===== config.mk =====
export PLATFORM = sky130hd
export DESIGN_NAME = hue_operand_pipe
export DESIGN_NICKNAME = d
export VERILOG_FILES = /design/src/rtl/hue_operand_pipe.sv
export SDC_FILE = /design/constraint.sdc
export NUM_CORES = 1
export LEC_CHECK = 0
export CORE_ASPECT_RATIO = 0.6
export CORE_MARGIN = 5
export CORE_UTILIZATION = 50
export CTS_BUF_LIST = sky130_fd_sc_hd__clkbuf_16
export CTS_CLUSTER_SIZE = 25
export DETAILED_ROUTE_END_ITERATION = 10
export GPL_TIMING_DRIVEN = 0
export PLACE_DENSITY = 0.76
export SYNTH_ARGS = -nofsm -noshare
export SYNTH_HDL_FRONTEND = slang
export SYNTH_SLANG_ARGS = --single-unit
export TNS_END_PERCENT = 30

===== constraint.sdc =====
create_clock -name clk -period 8.45 [get_ports clk]
set_input_delay 2.1125 -clock clk [delete_from_list [all_inputs] [get_ports clk]]
set_output_delay 2.1125 -clock clk [all_outputs]
set_load 0.02 [all_outputs]

===== src/rtl/hue_operand_pipe.sv =====
// Hue-operand stage of the RGB->HSV datapath: picks the dominant channel,
// forms max/min/delta and the hue numerator operands over a 2-deep valid/ready pipe.
module hue_operand_pipe #(
    parameter int N    = 32,
    parameter int FRAC = 15
) (
    input  logic         clk,
    input  logic         rst,
    input  logic         in_valid,
    output logic         in_ready,
    input  logic [N-1:0] R,
    input  logic [N-1:0] G,
    input  logic [N-1:0] B,
    output logic         out_valid,
    input  logic         out_ready,
    output logic [N-1:0] a,
    output logic [N-1:0] b,
    output logic [N-1:0] c,
    output logic [N-1:0] delta,
    output logic [N-1:0] vmax,
    output logic [1:0]   sector,
    output logic         sign_delta
);

    localparam int M = N - 1;

    // Sector offsets k.0 with k in the integer field above FRAC.
    localparam logic [N-1:0] C_R = N'(6) << FRAC;
    localparam logic [N-1:0] C_G = N'(2) << FRAC;
    localparam logic [N-1:0] C_B = N'(4) << FRAC;

    logic [M-1:0] mr, mg, mb;
    logic [M-1:0] mx, mn, a_src, b_src;
    logic [1:0]   sel;

    assign mr = R[M-1:0];
    assign mg = G[M-1:0];
    assign mb = B[M-1:0];

    always_comb begin
        sel   = 2'd0;
        mx    = mr;
        a_src = mg;
        b_src = mb;
        if (mr >= mg && mr >= mb) begin
            sel   = 2'd0;
            mx    = mr;
            a_src = mg;
            b_src = mb;
        end else if (mg >= mb) begin
            sel   = 2'd1;
            mx    = mg;
            a_src = mb;
            b_src = mr;
        end else begin
            sel   = 2'd2;
            mx    = mb;
            a_src = mr;
            b_src = mg;
        end
    end

    always_comb begin
        mn = mb;
        if (mr <= mg && mr <= mb)
            mn = mr;
        else if (mg <= mb)
            mn = mg;
    end

    logic         s1_valid;
    logic [M-1:0] s1_vmax, s1_delta, s1_a_src, s1_b_src;
    logic [1:0]   s1_sector;
    logic         s2_adv, s1_adv, s1_zero;

    assign s2_adv   = !out_valid || out_ready;
    assign s1_adv   = !s1_valid || s2_adv;
    assign in_ready = s1_adv;
    assign s1_zero  = (s1_delta == '0);

    always_ff @(posedge clk) begin
        if (rst) begin
            s1_valid  <= 1'b0;
            s1_vmax   <= '0;
            s1_delta  <= '0;
            s1_a_src  <= '0;
            s1_b_src  <= '0;
            s1_sector <= 2'd0;
        end else if (s1_adv) begin
            s1_valid <= in_valid;
            if (in_valid) begin
                s1_vmax   <= mx;
                s1_delta  <= mx - mn;
                s1_a_src  <= a_src;
                s1_b_src  <= b_src;
                s1_sector <= sel;
            end
        end
    end

    always_ff @(posedge clk) begin
        if (rst) begin
            out_valid  <= 1'b0;
            a          <= '0;
            b          <= '0;
            c          <= '0;
            delta      <= '0;
            vmax       <= '0;
            sector     <= 2'd0;
            sign_delta <= 1'b0;
        end else if (s2_adv) begin
            out_valid <= s1_valid;
            // Bubbles leave the previous data in place so outputs only move on real results.
            if (s1_valid) begin
                delta      <= {1'b0, s1_delta};
                vmax       <= {1'b0, s1_vmax};
                sector     <= s1_sector;
                sign_delta <= s1_zero;
                if (s1_zero) begin
                    a <= '0;
                    b <= '0;
                    c <= '0;
                end else begin
                    a <= {1'b0, s1_a_src};
                    b <= {1'b1, s1_b_src};
                    case (s1_sector)
                        2'd0:    c <= C_R;
                        2'd1:    c <= C_G;
                        2'd2:    c <= C_B;
                        default: c <= '0;
                    endcase
                end
            end
        end
    end

endmodule


==> impl_metrics.prom <==
# TYPE chip_impl_metric gauge
chip_impl_info{name="critical_path.top_delay_family",value="compound AO/OA/AOI/OAI gates"} 1
chip_impl_metric{name="largest_driver_fanout_on_the_critical_path",unit=""} 10
chip_impl_metric{name="clock_sink_count",unit=""} 258
chip_impl_metric{name="r2r_setup_slack",unit="ns"} 5.38
chip_impl_metric{name="die_h",unit="um"} 144
chip_impl_metric{name="ctsResizeCount",unit=""} 0
chip_impl_metric{name="crit_required",unit="ns"} 8.90
chip_impl_metric{name="postPlaceCellArea",unit="sq um"} 17900
chip_impl_info{name="run_status",value="finished clean"} 1
chip_impl_info{name="synth_flop_cell",value="sky130_fd_sc_hd__dfxtp_1"} 1
chip_impl_info{name="worst_hold_startpoint",value="vmax[8]$_SDFFE_PP0P_"} 1
chip_impl_info{name="setup.worst_path.start_class",value="primary input"} 1
chip_impl_metric{name="max-clock-path-buffers",unit=""} 3
chip_impl_metric{name="synth-xor-area-share",unit=""} 0.0140
chip_impl_metric{name="design.die.area",unit="sq um"} 33700
chip_impl_metric{name="power.leakage",unit="nW"} 7.76
chip_impl_info{name="worstReg2RegStart",value="s1_delta[30]$_SDFFE_PP0P_"} 1
chip_impl_info{name="slowest_stage",value="sky130_fd_sc_hd__or4_1"} 1
chip_impl_metric{name="switching_share",unit=""} 0.356
chip_impl_metric{name="drt_drc_violations_left",unit=""} 0
chip_impl_metric{name="drt-pass1-iter-count",unit=""} 5
chip_impl_metric{name="m1WireLength",unit="um"} 25700
chip_impl_metric{name="floorplan.initialDensity",unit=""} 0.504
chip_impl_metric{name="cp.depth",unit=""} 23
chip_impl_info{name="crit_end",value="s1_delta[30]$_SDFFE_PP0P_"} 1
chip_impl_metric{name="global_route.overflow_total",unit=""} 0
chip_impl_metric{name="power_frac_seq",unit=""} 0.370
chip_impl_metric{name="final-instance-count-excl-fill",unit=""} 2648
chip_impl_metric{name="io_buffer_count",unit=""} 227
chip_impl_metric{name="critical_path_arrival",unit="ns"} 8.66
chip_impl_metric{name="gp_routability_congestion",unit=""} 0.975
chip_impl_metric{name="pwr-share-clk",unit=""} 0.291
chip_impl_info{name="yosys-top-cells-area",value="sky130_fd_sc_hd__dfxtp_1 (34%), sky130_fd_sc_hd__ha_1 (10%), sky130_fd_sc_hd__nand2_1 (10%), sky130_fd_sc_hd__a21oi_1 (8.7%), sky130_fd_sc_hd__mux2i_1 (6.2%)"} 1
chip_impl_metric{name="final_hold_viol_count",unit=""} 0
chip_impl_info{name="layout.cells.most_common",value="sky130_fd_sc_hd__nand2_1"} 1
chip_impl_metric{name="floorplan.die.width",unit="um"} 234
chip_impl_metric{name="power.internal",unit="W"} 0.00245
chip_impl_metric{name="place_hpwl",unit="um"} 45600
chip_impl_metric{name="cts.reportedPaths.clkPinSlew",unit="ns"} 0.07
chip_impl_metric{name="tightest_slew",unit="ns"} 1.13
chip_impl_metric{name="floorplan.core_area",unit="sq um"} 29800
chip_impl_info{name="rsz_0062_raised_after_global_routing",value="false"} 1
chip_impl_metric{name="final_min_period_over_clock_period",unit=""} 0.971
chip_impl_metric{name="filler_cell_count",unit=""} 2773
chip_impl_info{name="setup.worst_path.class",value="in -> reg"} 1
chip_impl_metric{name="avgSynthCellArea",unit="sq um"} 7.76
chip_impl_metric{name="cap_viol_max_count",unit=""} 0
chip_impl_metric{name="met2WireLength",unit="um"} 23200
chip_impl_metric{name="post_synth_and_or_nand_nor_area_fraction",unit=""} 0.178
chip_impl_metric{name="pin_count_of_the_biggest_net_entering_global_routing",unit=""} 16
chip_impl_info{name="cp_cell_sequence",value="clkdlybuf4s50_1 -> inv_1 -> ha_1 -> and3_1 -> nand4_1 -> or4_1 -> or4_4 -> a22oi_4 -> clkbuf_4 -> nand2_1 -> o21ai_0 -> ha_1 -> inv_1 -> fa_1 -> a211oi_1 -> nor3_1 -> a211o_1 -> a41oi_2 -> o31ai_1 -> a2111oi_2 -> nor3_1 -> mux2i_1 -> nand2_1"} 1
chip_impl_metric{name="regArea",unit="sq um"} 5160
chip_impl_metric{name="dp_cells",unit=""} 2604
chip_impl_metric{name="core.rowCount",unit=""} 49
chip_impl_metric{name="wl",unit="um"} 56900
chip_impl_metric{name="synth_edf_count",unit=""} 0
chip_impl_metric{name="synth_fa_ha_area_frac",unit=""} 0.104
chip_impl_metric{name="design_area",unit="sq um"} 18700
chip_impl_metric{name="number_of_levels_in_the_clock_h_tree",unit=""} 1
chip_impl_metric{name="synth_seq_area_share",unit=""} 0.344
chip_impl_metric{name="combinationalPowerShare",unit=""} 0.339
chip_impl_metric{name="max_slew_margin",unit=""} 0.248
chip_impl_metric{name="synth_top_area_frac",unit=""} 0.344
chip_impl_info{name="worstHoldPathType",value="reg -> reg"} 1
chip_impl_metric{name="proportion_of_layout_cells_with_a_drive_suffix_above_1",unit=""} 0.0406
chip_impl_metric{name="holdBufCountCts",unit=""} 0
chip_impl_metric{name="synth_async_sr_flop_share",unit=""} 0
chip_impl_metric{name="synth_seq_cells",unit=""} 258
chip_impl_metric{name="ant_nets",unit=""} 0
chip_impl_info{name="synth_top_family_by_area",value="compound AO/OA/AOI/OAI gates"} 1
chip_impl_metric{name="cts_buffers",unit=""} 24
chip_impl_metric{name="timing.critical_path.slowest_cell_delay",unit="ns"} 0.68
chip_impl_info{name="clock_tree_from_tritoncts",value="yes"} 1
chip_impl_metric{name="post_synth_inst_count",unit=""} 1937
chip_impl_metric{name="wl_met3",unit="um"} 6320
chip_impl_metric{name="fin_crit",unit="ns"} 8.21
chip_impl_metric{name="multi_input_comb_area",unit="sq um"} 8970
chip_impl_info{name="top_layer",value="met5"} 1
chip_impl_metric{name="route.detailed.vias_per_inst",unit=""} 5.87
chip_impl_metric{name="synthesis.yosys.warnings",unit=""} 0
chip_impl_metric{name="synth-compound-area-share",unit=""} 0.230
chip_impl_metric{name="io-pin-count",unit=""} 265
chip_impl_metric{name="first_iter_violations",unit=""} 1830
chip_impl_info{name="cts_root_buffer",value="sky130_fd_sc_hd__clkbuf_16"} 1
chip_impl_metric{name="wl_per_cell",unit="um"} 21.5
chip_impl_metric{name="switchingPower",unit="W"} 0.00135
chip_impl_metric{name="ir_drop_worst_case_vdd",unit="mV"} 0.127
chip_impl_metric{name="cellPowerDensity",unit="nW/um^2"} 203
chip_impl_metric{name="number_of_post_cts_setup_repair_buffers",unit=""} 0
chip_impl_metric{name="maxClockFrequency",unit="MHz"} 122
chip_impl_metric{name="first_pass_grt_wire_length",unit="um"} 85000
chip_impl_metric{name="holdWs",unit="ns"} 0.452
chip_impl_info{name="synth_largest_area_cell",value="sky130_fd_sc_hd__dfxtp_1"} 1
chip_impl_metric{name="synth.area.mux_share",unit=""} 0.0629
chip_impl_metric{name="overall_global_routing_resource_usage",unit=""} 0.326
chip_impl_metric{name="timing.reg2reg.worst_path_depth",unit=""} 8
chip_impl_metric{name="syn_to_layout_area_delta",unit="%"} 24.7
chip_impl_info{name="final_cell_mix",value="sky130_fd_sc_hd__nand2_1 (408), sky130_fd_sc_hd__a21oi_1 (261), sky130_fd_sc_hd__dfxtp_1 (258)"} 1
chip_impl_metric{name="ys_types",unit=""} 61
chip_impl_metric{name="antenna_found_initial",unit=""} 2
chip_impl_metric{name="routed-via-count",unit=""} 15556
chip_impl_metric{name="first_global_vias",unit=""} 14582
chip_impl_metric{name="fin_worst_skew",unit="ns"} 0.0348
chip_impl_metric{name="layout.nets",unit=""} 2446
chip_impl_info{name="worstSetupStartpoint",value="B[30]"} 1
chip_impl_metric{name="final_max_slew_viol_count",unit=""} 0
chip_impl_metric{name="post_synthesis_cell_area",unit="sq um"} 15000
chip_impl_metric{name="setup_violations",unit=""} 0
chip_impl_info{name="crit-reg2reg-capture",value="a[13]$_SDFFE_PP0P_"} 1
chip_impl_metric{name="whs_path_depth",unit=""} 2
chip_impl_metric{name="clk_latency",unit="ns"} 0.56
chip_impl_metric{name="worst-path-buf-inv",unit=""} 4
chip_impl_info{name="critPathCaptureType",value="flop"} 1
chip_impl_metric{name="setup_tns",unit="ns"} 0
## metrics by stage
step / util / setup WS (ns) / total power (W)
after global placement: 0.602 / -0.507 / 0.00264
final: 0.629 / 0.243 / 0.00380
after detailed placement: 0.602 / -0.488 / 0.00266
after global routing: 0.629 / 0.0507 / 0.00398
after CTS: 0.628 / 0.0429 / 0.00376
after floorplan: - / 1.38 / 0.00223
## worst register-to-register path: stages (launching register included)
cell and delay, ns:
sky130_fd_sc_hd__dfxtp_1 0.33, sky130_fd_sc_hd__nor4_1 0.94, sky130_fd_sc_hd__nand4_1 0.26, sky130_fd_sc_hd__nor2_1 0.18
sky130_fd_sc_hd__nor2_1 0.12, sky130_fd_sc_hd__clkbuf_1 0.44, sky130_fd_sc_hd__clkbuf_1 0.38, sky130_fd_sc_hd__a22oi_1 0.22
sky130_fd_sc_hd__nor2_1 0.06
## power groups by stage
stage	registers, W	clock network [W]	logic [W]
after CTS	0.00140	0.00111	0.00125
final	0.00141	0.00111	0.00129
after global placement	0.00142	0	0.00122
after floorplan	0.00142	0	0.000805
after detailed placement	0.00143	0	0.00124
after global routing	0.00141	0.00117	0.00139
## cell type report
| class | instances | share of cell area |
|---|---|---|
| Antenna cell | 1 | 0.000134 |
| Buffer | 160 | 0.0410 |
| Clock buffer | 25 | 0.0334 |
| Clock inverter | 18 | 0.00848 |
| Inverter | 69 | 0.0138 |
| Multi-Input combinational cell | 1482 | 0.479 |
| Sequential cell | 258 | 0.276 |
| Tap cell | 408 | 0.0272 |
| Timing Repair Buffer | 227 | 0.121 |
## cell usage after synthesis, types with 3 or more instances
master	count
sky130_fd_sc_hd__or3_1	4
sky130_fd_sc_hd__o21a_1	4
sky130_fd_sc_hd__a211oi_1	14
sky130_fd_sc_hd__buf_6	3
sky130_fd_sc_hd__or4_1	3
sky130_fd_sc_hd__nand2_1	408
sky130_fd_sc_hd__and2_1	3
sky130_fd_sc_hd__nor4_1	9
sky130_fd_sc_hd__a21o_1	26
sky130_fd_sc_hd__nand4_1	17
sky130_fd_sc_hd__nand2b_1	6
sky130_fd_sc_hd__xnor2_1	15
sky130_fd_sc_hd__buf_1	10
sky130_fd_sc_hd__clkbuf_1	102
sky130_fd_sc_hd__buf_4	34
sky130_fd_sc_hd__nand3b_1	6
sky130_fd_sc_hd__nor2_1	142
sky130_fd_sc_hd__o211ai_1	97
sky130_fd_sc_hd__nor2b_1	7
sky130_fd_sc_hd__ha_1	123
sky130_fd_sc_hd__a211o_1	6
sky130_fd_sc_hd__inv_1	68
sky130_fd_sc_hd__nand3_1	19
sky130_fd_sc_hd__o21ai_0	57
sky130_fd_sc_hd__dfxtp_1	258
sky130_fd_sc_hd__mux2i_1	93
sky130_fd_sc_hd__o31ai_1	5
sky130_fd_sc_hd__and3_1	6
sky130_fd_sc_hd__xor2_1	9
sky130_fd_sc_hd__buf_2	11
sky130_fd_sc_hd__a21oi_1	261
sky130_fd_sc_hd__a22oi_1	65
sky130_fd_sc_hd__nor3_1	11
## how the worst min path moves through the flow
stage                                     endpoint  slack (ns)
after floorplan              vmax[30]$_SDFFE_PP0P_        0.43
after global placement    s1_b_src[5]$_SDFFE_PP0P_        0.44
after global routing         vmax[15]$_SDFFE_PP0P_        0.47
after CTS                    vmax[24]$_SDFFE_PP0P_        0.46
after detailed placement     vmax[24]$_SDFFE_PP0P_        0.45
final                         vmax[8]$_SDFFE_PP0P_        0.45
## flip-flops by register name, indices dropped and copies added, names as in the netlist
signal      flops
a              31
b              32
c               2
delta          31
out_valid       1
s1_a_src       31
s1_b_src       31
s1_delta       31
s1_sector       2
s1_valid        1
s1_vmax        31
sector          2
sign_delta      1
vmax           31
## kinds of logic (layout without fill, tap and decap cells)
group,count (synthesis),count (layout)
adder cells (fa/ha/maj),124,124
AO/OA/AOI/OAI,559,559
flip-flops,258,258
multiplexers,94,94
other,1,34
XOR/XNOR,24,24
AND/OR/NAND/NOR,648,648
buffers and inverters,229,499
## routing by layer
metal  vias up  GRT usage
li1       7321          -
met1      7330      0.479
met2       803      0.475
met3        98     0.0803
met4         4     0.0914
met5         -          0
No activity file was read; power rests on OpenSTA's default activity.
